==> src/rtl/nfv_dc_xfer_pkg.sv <==
// Shared types and the round-robin pick function for the clock-crossing
// transfer scheduler.
package nfv_dc_xfer_pkg;

  localparam int MAX_REQ   = 16;
  localparam int MAX_IDX_W = 4;

  typedef enum logic [2:0] {
    RESYNC   = 3'd0,
    IDLE     = 3'd1,
    WAIT_ACK = 3'd2,
    ERR      = 3'd3,
    GAP      = 3'd4
  } state_t;

  typedef struct packed {
    logic                 valid;
    logic [MAX_IDX_W-1:0] idx;
  } pick_t;

  // First set bit of req at or above ptr, wrapping modulo n.
  function automatic pick_t rr_pick(input logic [MAX_REQ-1:0]   req,
                                    input logic [MAX_IDX_W-1:0] ptr,
                                    input int                   n);
    pick_t p;
    int    i;
    p = '0;
    for (int k = 0; k < MAX_REQ; k++) begin
      i = (int'(ptr) + k) % n;
      if (k < n && !p.valid && req[i]) begin
        p.valid = 1'b1;
        p.idx   = MAX_IDX_W'(i);
      end
    end
    return p;
  endfunction

endpackage

==> src/rtl/nfv_rr_arb.sv <==
// Combinational round-robin pick; the priority pointer is owned by the
// scheduler.
module nfv_rr_arb
  import nfv_dc_xfer_pkg::*;
#(
  parameter int NUM_REQ = 4
) (
  input  logic [NUM_REQ-1:0]         req,
  input  logic [$clog2(NUM_REQ)-1:0] ptr,
  output logic [$clog2(NUM_REQ)-1:0] winner,
  output logic                       valid
);

  localparam int IDX_W = $clog2(NUM_REQ);

  pick_t pick;

  assign pick   = rr_pick(MAX_REQ'(req), MAX_IDX_W'(ptr), NUM_REQ);
  assign winner = IDX_W'(pick.idx);
  assign valid  = pick.valid;

endmodule

==> src/rtl/nfv_dc_xfer_sched.sv <==
// Source-side scheduler sharing one toggle-handshake crossing between
// NUM_REQ requesters, with ack timeout detection.
module nfv_dc_xfer_sched
  import nfv_dc_xfer_pkg::*;
#(
  parameter int NUM_REQ        = 4,
  parameter int WIDTH          = 32,
  parameter int TIMEOUT_CYCLES = 1024
) (
  input  logic                       clk,
  input  logic                       rst,
  input  logic [NUM_REQ-1:0]         req,
  input  logic [NUM_REQ*WIDTH-1:0]   data_in,
  output logic [NUM_REQ-1:0]         gnt,
  output logic [NUM_REQ-1:0]         done,
  output logic [WIDTH-1:0]           xfer_data,
  output logic                       xfer_req_tgl,
  input  logic                       xfer_ack_tgl_sync,
  output logic [$clog2(NUM_REQ)-1:0] sel_id,
  output logic                       busy,
  output logic                       timeout_err
);

  localparam int IDX_W = $clog2(NUM_REQ);
  localparam int CNT_W = (TIMEOUT_CYCLES > 0) ? $clog2(TIMEOUT_CYCLES + 1) : 1;
  localparam logic [CNT_W-1:0] CNT_TERM =
    CNT_W'((TIMEOUT_CYCLES > 0) ? TIMEOUT_CYCLES - 1 : 0);
  localparam logic [IDX_W-1:0] LAST_IDX = IDX_W'(NUM_REQ - 1);

  state_t             state, state_d;
  logic [IDX_W-1:0]   ptr;
  logic [IDX_W-1:0]   winner;
  logic               win_valid;
  logic               match;
  logic               grant;
  logic               ack_hit;
  logic               timed_out;
  logic [CNT_W-1:0]   cnt;

  nfv_rr_arb #(.NUM_REQ(NUM_REQ)) u_arb (
    .req    (req),
    .ptr    (ptr),
    .winner (winner),
    .valid  (win_valid)
  );

  // The far side has consumed the current word once its ack toggle catches up.
  assign match = (xfer_ack_tgl_sync == xfer_req_tgl);
  assign busy  = (state != IDLE);

  always_comb begin
    // NOTE: every variable gets a default before the case so no path infers a latch.
    state_d   = state;
    grant     = 1'b0;
    ack_hit   = 1'b0;
    timed_out = 1'b0;
    unique case (state)
      RESYNC: if (match) state_d = IDLE;
      IDLE: begin
        if (win_valid) begin
          grant   = 1'b1;
          state_d = WAIT_ACK;
        end
      end
      WAIT_ACK: begin
        // A match on the terminal-count cycle still completes normally.
        if (match) begin
          ack_hit = 1'b1;
          state_d = GAP;
        end else if (TIMEOUT_CYCLES > 0 && cnt == CNT_TERM) begin
          timed_out = 1'b1;
          state_d   = ERR;
        end
      end
      ERR:     if (match) state_d = GAP;
      GAP:     state_d = IDLE;
      default: state_d = RESYNC;
    endcase
  end

  always_ff @(posedge clk) begin
    if (rst) state <= RESYNC;
    else     state <= state_d;
  end

  always_ff @(posedge clk) begin
    if (rst) begin
      gnt          <= '0;
      done         <= '0;
      xfer_data    <= '0;
      xfer_req_tgl <= 1'b0;
      sel_id       <= '0;
      timeout_err  <= 1'b0;
      ptr          <= '0;
      cnt          <= '0;
    end else begin
      // NOTE: non-blocking assignments; the pulse defaults below are overridden later in the same block.
      gnt         <= '0;
      done        <= '0;
      timeout_err <= timed_out;
      if (grant) begin
        gnt[winner]  <= 1'b1;
        xfer_data    <= data_in[int'(winner)*WIDTH +: WIDTH];
        sel_id       <= winner;
        xfer_req_tgl <= ~xfer_req_tgl;
        ptr          <= (winner == LAST_IDX) ? '0 : winner + 1'b1;
        cnt          <= '0;
      end else if (state == WAIT_ACK && !match) begin
        cnt <= cnt + 1'b1;
      end
      if (ack_hit) done[sel_id] <= 1'b1;
    end
  end

endmodule

==> config.mk <==
export PLATFORM = sky130hd
export DESIGN_NAME = nfv_dc_xfer_sched
export DESIGN_NICKNAME = d
export VERILOG_FILES = /design/src/rtl/nfv_dc_xfer_pkg.sv /design/src/rtl/nfv_rr_arb.sv /design/src/rtl/nfv_dc_xfer_sched.sv
export SDC_FILE = /design/constraint.sdc
export NUM_CORES = 1
export LEC_CHECK = 0
export ABC_AREA = 0
export CAP_MARGIN = 10
export CORE_MARGIN = 3
export CORE_UTILIZATION = 39
export DETAILED_ROUTE_END_ITERATION = 6
export HOLD_SLACK_MARGIN = 0.03
export PLACE_DENSITY = 0.86
export RECOVER_POWER = 50
export SYNTH_ARGS = -nofsm -noshare
export SYNTH_HDL_FRONTEND = slang
export SYNTH_SLANG_ARGS = --single-unit
==> constraint.sdc <==
create_clock -name clk -period 2.2 [get_ports clk]
set_input_delay 0.33 -clock clk [delete_from_list [all_inputs] [get_ports clk]]
set_output_delay 0.33 -clock clk [all_outputs]
set_load 0.01 [all_outputs]
==> out/results.ini, run 1 <==
[place]
gp_congestion = 0.8744
hpwl_um = 9272
dp_slack_ns = -0.3604
dp.cells = 674
port_buffers = 179
dpl_cell_area_um2 = 5413

[global_routing]
grt_first_pass_wirelength_um = 19340
antenna_found_initial = 0
grt-ovfl-total = 0
grt_pass1_vias = 3844
grt_use_total = 0.2477
grt_max_degree = 49

[clocking]
clk_path_buf_depth = 2
postCtsHoldBufs = 0
htree_levels = 3
clk_pin_slew_ns = 0.07
clock_sinks = 60
numCtsBuffers = 9
clk_latency_ns = 0.34
root_buffer = clkbuf_8
cts_tree = yes

[worst_setup_path]
critPathBufInv = 2
cp_num_cells = 6
cp.arrival_ns = 2.37
required_ns = 2.42
setup.worst_path.end = xfer_data[3]
crit_slowest_cell = or4_4
crit_path_end_kind = flop
reg2reg_slack_ns = 0.05
cp_cell_sequence = inv_2 > or4_4 > clkbuf_16 > and3_1 > a211o_1 > a32o_1
criticalPathCategory = flop to flop
critical-path-max-stage-delay_ns = 0.65
critPathLaunchType = flop
r2r-start = ptr[1]
cp-startpoint = ptr[1]
cpLargestDelayFamily = simple AND/OR/NAND/NOR gates
worst-r2r-cell-count = 6
crit_fanout = 12
r2r-end = xfer_data[3]

[die]
design.die.area_um2 = 9686
coreArea_um2 = 8258
initial_core_util = 0.4033
die_w_um = 98.42
ios = 180
row_count = 33
die_h_um = 98.42

[drt]
wirelength_um = 13850
wire_per_inst_um = 19.72
vias = 4112
dr.pass1.iters = 5
drtIter0Drc = 197
remaining_drc_errors = 0
avgViaCountPerCell = 5.858
antenna_left = 0

[yosys]
yosys_warnings = 0
synth_xor_area_frac = 0.03156
synth-simple-area-share = 0.2660
synth.yosys.seq_area_share = 0.3606
synth_compound_area_frac = 0.2573
synth_top_family_by_area = simple AND/OR/NAND/NOR gates
synth_area_um2 = 3331
ys_types = 40
synthCells = 396
avgSynthCellArea_um2 = 8.411
synthAdderAreaFrac = 0.01878
synth.mux.area_fraction = 0.006011
ys_ff_latch = 60
syn_nets = 536

[final_layout]
finalNonFillerCells = 702
antenna_cells = 0
area_growth_pct = 74.15
finish.utilization = 0.7024
nets = 732
stdcell_area_um2 = 5801
drive_gt1_frac = 0.1189

[power_and_ir_drop]
p_clk_frac = 0.202
seq_power_share = 0.325
pwr-share-comb = 0.473
p_sw_frac = 0.3494
internal_power_uw = 2771
netSwitchingPower_uw = 1488
max-vdd-ir-drop_uv = 383.1
powerDensity_nw_per_um2 = 734.4
p_leak_uw = 0.002496

[timing]
fmax_ghz = 0.4657
hold_viol = 0
drv_slew = 0
skew_ns = 0.007083
worst_slack_ns = 0.05273
tightest_slew_ns = 0.5500
setup_viol = 0
relSlewSlack = 0.6333
whs_ns = 0.4631
post-route-min-period_ns = 2.147
rsz0062_at_grt = false
min_period_over_period = 0.9760

[hold_path]
hp-class = flop to flop

[outcome]
outcome = finished, final reports clean

[job]
drv_cap = 0

==> worst reg2reg max path, cell delays in order (launching register included) <==
cell and delay (ns):
dfxtp_2 0.38, inv_2 0.08, or4_4 0.66, clkbuf_16 0.23
and3_1 0.18, a211o_1 0.27, a32o_1 0.25
==> metal layers <==
layer | part of all wire | vias to the layer above | global-route usage
li1 | - | 1901 | -
met1 | 0.39 | 1942 | 0.2944
met2 | 0.50 | 238 | 0.4415
met3 | 0.083 | 31 | 0.06157
met4 | 0.023 | 0 | 0.07143
met5 | 0 | - | 0
==> cells in the mapped netlist <==
cell,count,share of area
a22o_1,1,0.0026
xnor2_1,2,0.0053
and2_1,4,0.0075
dfxtp_1,60,0.36
a32o_1,32,0.096
nor2_1,17,0.019
nand2b_1,1,0.0019
nor4_1,4,0.0075
a211o_1,32,0.084
nand3_1,67,0.10
a21boi_0,1,0.0023
nand4b_1,1,0.0026
clkbuf_1,28,0.032
xor2_1,10,0.026
nor2b_1,4,0.0075
o21ai_0,39,0.059
and4_1,2,0.0053
or2_2,2,0.0038
clkbuf_2,1,0.0015
nor3b_1,2,0.0045
nand4_1,3,0.0056
nand2_1,12,0.014
inv_2,1,0.0011
ha_1,5,0.019
nor3_1,4,0.0060
and3_1,34,0.064
inv_1,2,0.0023
or3_1,1,0.0019
a2bb2oi_1,1,0.0026
buf_1,2,0.0023
or3b_2,2,0.0053
a21oi_1,2,0.0030
o21ba_2,1,0.0030
buf_6,4,0.014
o31a_1,1,0.0026
or4_4,2,0.0068
and3b_1,1,0.0026
buf_2,5,0.0075
mux2i_1,2,0.0060
o21bai_1,1,0.0023
==> power by group through the flow <==
stage	Sequential, uW	Combinational, uW	Clock, uW
2_1_floorplan	1460	893	0
3_3_place_gp	1400	1860	0
3_5_place_dp	1410	1900	0
4_1_cts	1390	1920	874
5_1_grt	1400	2140	922
6_report	1380	2020	861
==> kinds of logic (layout without fill, tap and decap cells) <==
logic type               after synthesis  after routing
XOR/XNOR                              12             12
adder cells (fa/ha/maj)                5              5
AND/OR/NAND/NOR                      163            163
flip-flops                            60             60
AO/OA/AOI/OAI                        111            111
multiplexers                           2              2
buffers and inverters                 43            244
==> metrics by stage <==
stage          setup TNS [ns]  power [uW]
6_report                    0        4260
5_1_grt                     0        4471
4_1_cts                     0        4175
3_5_place_dp           -10.35        3312
3_3_place_gp           -8.275        3262
2_1_floorplan               0        2348
==> sequential cells by signal (all words and copies together) (netlist names) <==
| name | cells |
|---|---|
| cnt | 11 |
| done | 4 |
| gnt | 4 |
| ptr | 2 |
| sel_id | 2 |
| state | 3 |
| timeout_err | 1 |
| xfer_data | 32 |
| xfer_req_tgl | 1 |
==> repair_timing <==
action,CTS,global route
resized for setup,1,9
setup buffers,0,1
cloned,0,11
setup endpoints to repair,1,10
pin swaps,0,2
==> how the worst min path moves through the flow <==
stage                        from             to  depth (start not counted)
finish               xfer_data[9]   xfer_data[9]                          1
global route        xfer_data[28]  xfer_data[28]                          1
CTS                  xfer_data[9]   xfer_data[9]                          1
detailed placement   xfer_data[9]   xfer_data[9]                          1
global placement     xfer_data[2]   xfer_data[2]                          1
floorplan                     rst       state[0]                          1
==> cells in the final DEF, fill, tap and decap left out, types with 3 or more instances in the layout <==
cell type / instances
clkdlybuf4s50_1: 133
nand3_1: 67
dfxtp_1: 59
dlygate4sd3_1: 42
o21ai_0: 39
and3_1: 34
a211o_1: 32
a32o_1: 32
buf_4: 24
nor2_1: 15
nand2_1: 12
xor2_1: 10
clkbuf_8: 10
clkbuf_1: 8
clkbuf_16: 6
buf_12: 6
ha_1: 5
buf_6: 5
nor3_1: 4
and2_1: 4
dlymetal6s2s_1: 4
nor2b_2: 3
nand4_1: 3
==> final cells by class <==
cell class	count	area, um2
multi-input combinational	293	1962
inverter	3	11.26
tap	105	131.4
clock inverter	2	10.01
clock buffer	14	152.6
sequential	60	1202
timing repair buffer	225	2331
fill	642	2457
Note: power is estimated with default switching activity, not from simulation.
==> run 2: changes to the inputs <==
CTS_CLUSTER_DIAMETER = 40   (was unset)
==> results of run 2 <==
Same layout as run 1: the final DEF is identical, and so are final timing and power.
==> run 3: changes to the inputs <==
ABC_AREA = unset   (was 0)
CORE_UTILIZATION = 63   (was 39)
DONT_BUFFER_PORTS = 1   (was unset)
PLACE_DENSITY = 0.85   (was 0.86)
==> run 3 against run 2 <==
  * Cell count shrank 34%
  * Highest routed layer unchanged
  * Flip-flop and latch count unchanged
  * Largest power group is now sequential cells
  * Non-clock buffer count down 204
  * Largest cell class is now multi-input combinational cells
  * Critical endpoint is now xfer_data[4]
  * Clock skew increased by 0.0034 ns
==> out/results.ini, run 3 (synthesis gave the netlist of run 1 again) <==
[die]
design.die.area_um2 = 6195
coreArea_um2 = 4911
die_w_um = 78.71
initial_core_util = 0.6782
row_count = 25
die_h_um = 78.71
ios = 180

[clocking]
clock_sinks = 60
numCtsBuffers = 9
clk_latency_ns = 0.34
root_buffer = clkbuf_8
clk_path_buf_depth = 2
cts_setup_buffers = 0
clk_pin_slew_ns = 0.07
htree_levels = 3
cts_tree = yes

[worst_setup_path]
crit_fanout = 28
cp.arrival_ns = 2.39
criticalPathCategory = flop to flop
required_ns = 2.44
crit_path_end_kind = flop
worst-r2r-cell-count = 5
critPathLaunchType = flop

[final_layout]
area_growth_pct = 10.14
largest_reg_flops = 32
finish.utilization = 0.7470
final_cell_mix = nand3_1 (67), dfxtp_1 (60), o21ai_0 (39), and3_1 (34)
stdcell_area_um2 = 3669
drive_gt1_frac = 0.1360
multi_input_area_um2 = 1994
fillers = 378
finalNonFillerCells = 465
nets = 532
regMostFlops = xfer_data
final_common_cell = nand3_1
largestRegisters = xfer_data x32, cnt x11
register_area_um2 = 1201

[drt]
wirelength_um = 10520
dr_wl_met3_um = 1207
antenna_left = 0
vias = 3356
m1WireLength_um = 3728
avgViaCountPerCell = 7.217
dr.pass1.iters = 5
drtIter0Drc = 287
wire_per_inst_um = 22.63
maxUsedRoutingLayer = met4
remaining_drc_errors = 0
wl_met2_um = 5232

[power_and_ir_drop]
seq_power_share = 0.414
p_total_uw = 3577
internal_power_uw = 2211
p_clk_frac = 0.238
p_sw_frac = 0.3817
max-vdd-ir-drop_uv = 666.8
p_leak_uw = 0.001479
netSwitchingPower_uw = 1365
pwr-share-comb = 0.347
powerDensity_nw_per_um2 = 974.9

[place]
dp.cells = 444
hpwl_um = 6698
port_buffers = 0
gp_congestion = 0.8262
dpl_cell_area_um2 = 3451

[global_routing]
antenna_found_initial = 1
grt-ovfl-total = 0
grt_use_total = 0.3274
grt_pass1_vias = 3204
grt_max_degree = 33
grt_first_pass_wirelength_um = 15990

[hold_path]
hold_path_depth = 1
hp-class = input port to flop

[timing]
fmax_ghz = 0.4662
tightest_slew_ns = 0.9270
relSlewSlack = 0.3813
min_period_over_period = 0.9750
setup_viol = 0
hold_viol = 0
setup-tns-final_ns = 0
post-route-min-period_ns = 2.145
skew_ns = 0.01043
drv_slew = 0

[outcome]
outcome = finished, final reports clean

[job]
drv_cap = 0

==> run 3: cell types whose count changed in the layout (fill, tap and decap cells not counted), moves of 3 or more <==
cell / delta
dlymetal6s2s_1: -4
buf_4: -9
clkbuf_16: -6
clkbuf_1: -7
buf_6: -4
or4_4: +3
dlygate4sd3_1: -42
clkdlybuf4s50_1: -133
==> run 3: power groups by stage <==
stage / clock network, uW / logic, uW / registers [uW]
floorplan: 0 / 893 / 1460
global placement: 0 / 1150 / 1490
detailed placement: 0 / 1190 / 1500
CTS: 853 / 1210 / 1480
global route: 911 / 1370 / 1500
finish: 852 / 1240 / 1480
==> run 3: timing repair <==
action	CTS	global route
resized for setup	2	4
cloned	2	2
pin swaps	2	3
hold buffers	0	0
setup endpoints to repair	31	35
==> run 3: path summary, 6_finish.rpt <==
check | endpoint | start | slack (ns)
setup / recovery | xfer_data[4] | ptr[0] | 0.05
hold / removal | timeout_err | rst | 0.05
setup reg to reg | xfer_data[4] | ptr[0] | 0.05
hold reg to reg | cnt[5] | cnt[5] | 0.52
==> run 3: layout make-up <==
type,count,area share
multi-input combinational,297,0.5437
sequential,60,0.3274
timing repair buffer,21,0.05662
clock buffer,9,0.03377
tap,67,0.02285
clock inverter,7,0.01194
inverter,3,0.003070
antenna,1,0.0006821
==> run 3: stage by stage <==
step | setup WS, ns | hold slack (ns)
after floorplan | 0.1786 | 0.3991
after global placement | 0.008144 | 0.4080
after detailed placement | -0.06024 | 0.4056
after CTS | 0.005310 | 0.05034
after global routing | -0.01181 | 0.03913
final | 0.05500 | 0.05219
==> run 3: worst max-delay path, stage by stage, from the launching register on <==
cell     delay [ns]
dfxtp_1        0.42
nor2b_2        0.12
or4_4          0.71
and3_1         0.25
a211o_1        0.29
a32o_1         0.24
==> run 3: layer usage <==
metal  GRT usage  up-vias
met1      0.3756     1569
met4      0.1766        0
li1            -     1513
met2      0.5475      238
met3     0.09524       36
met5           0        -
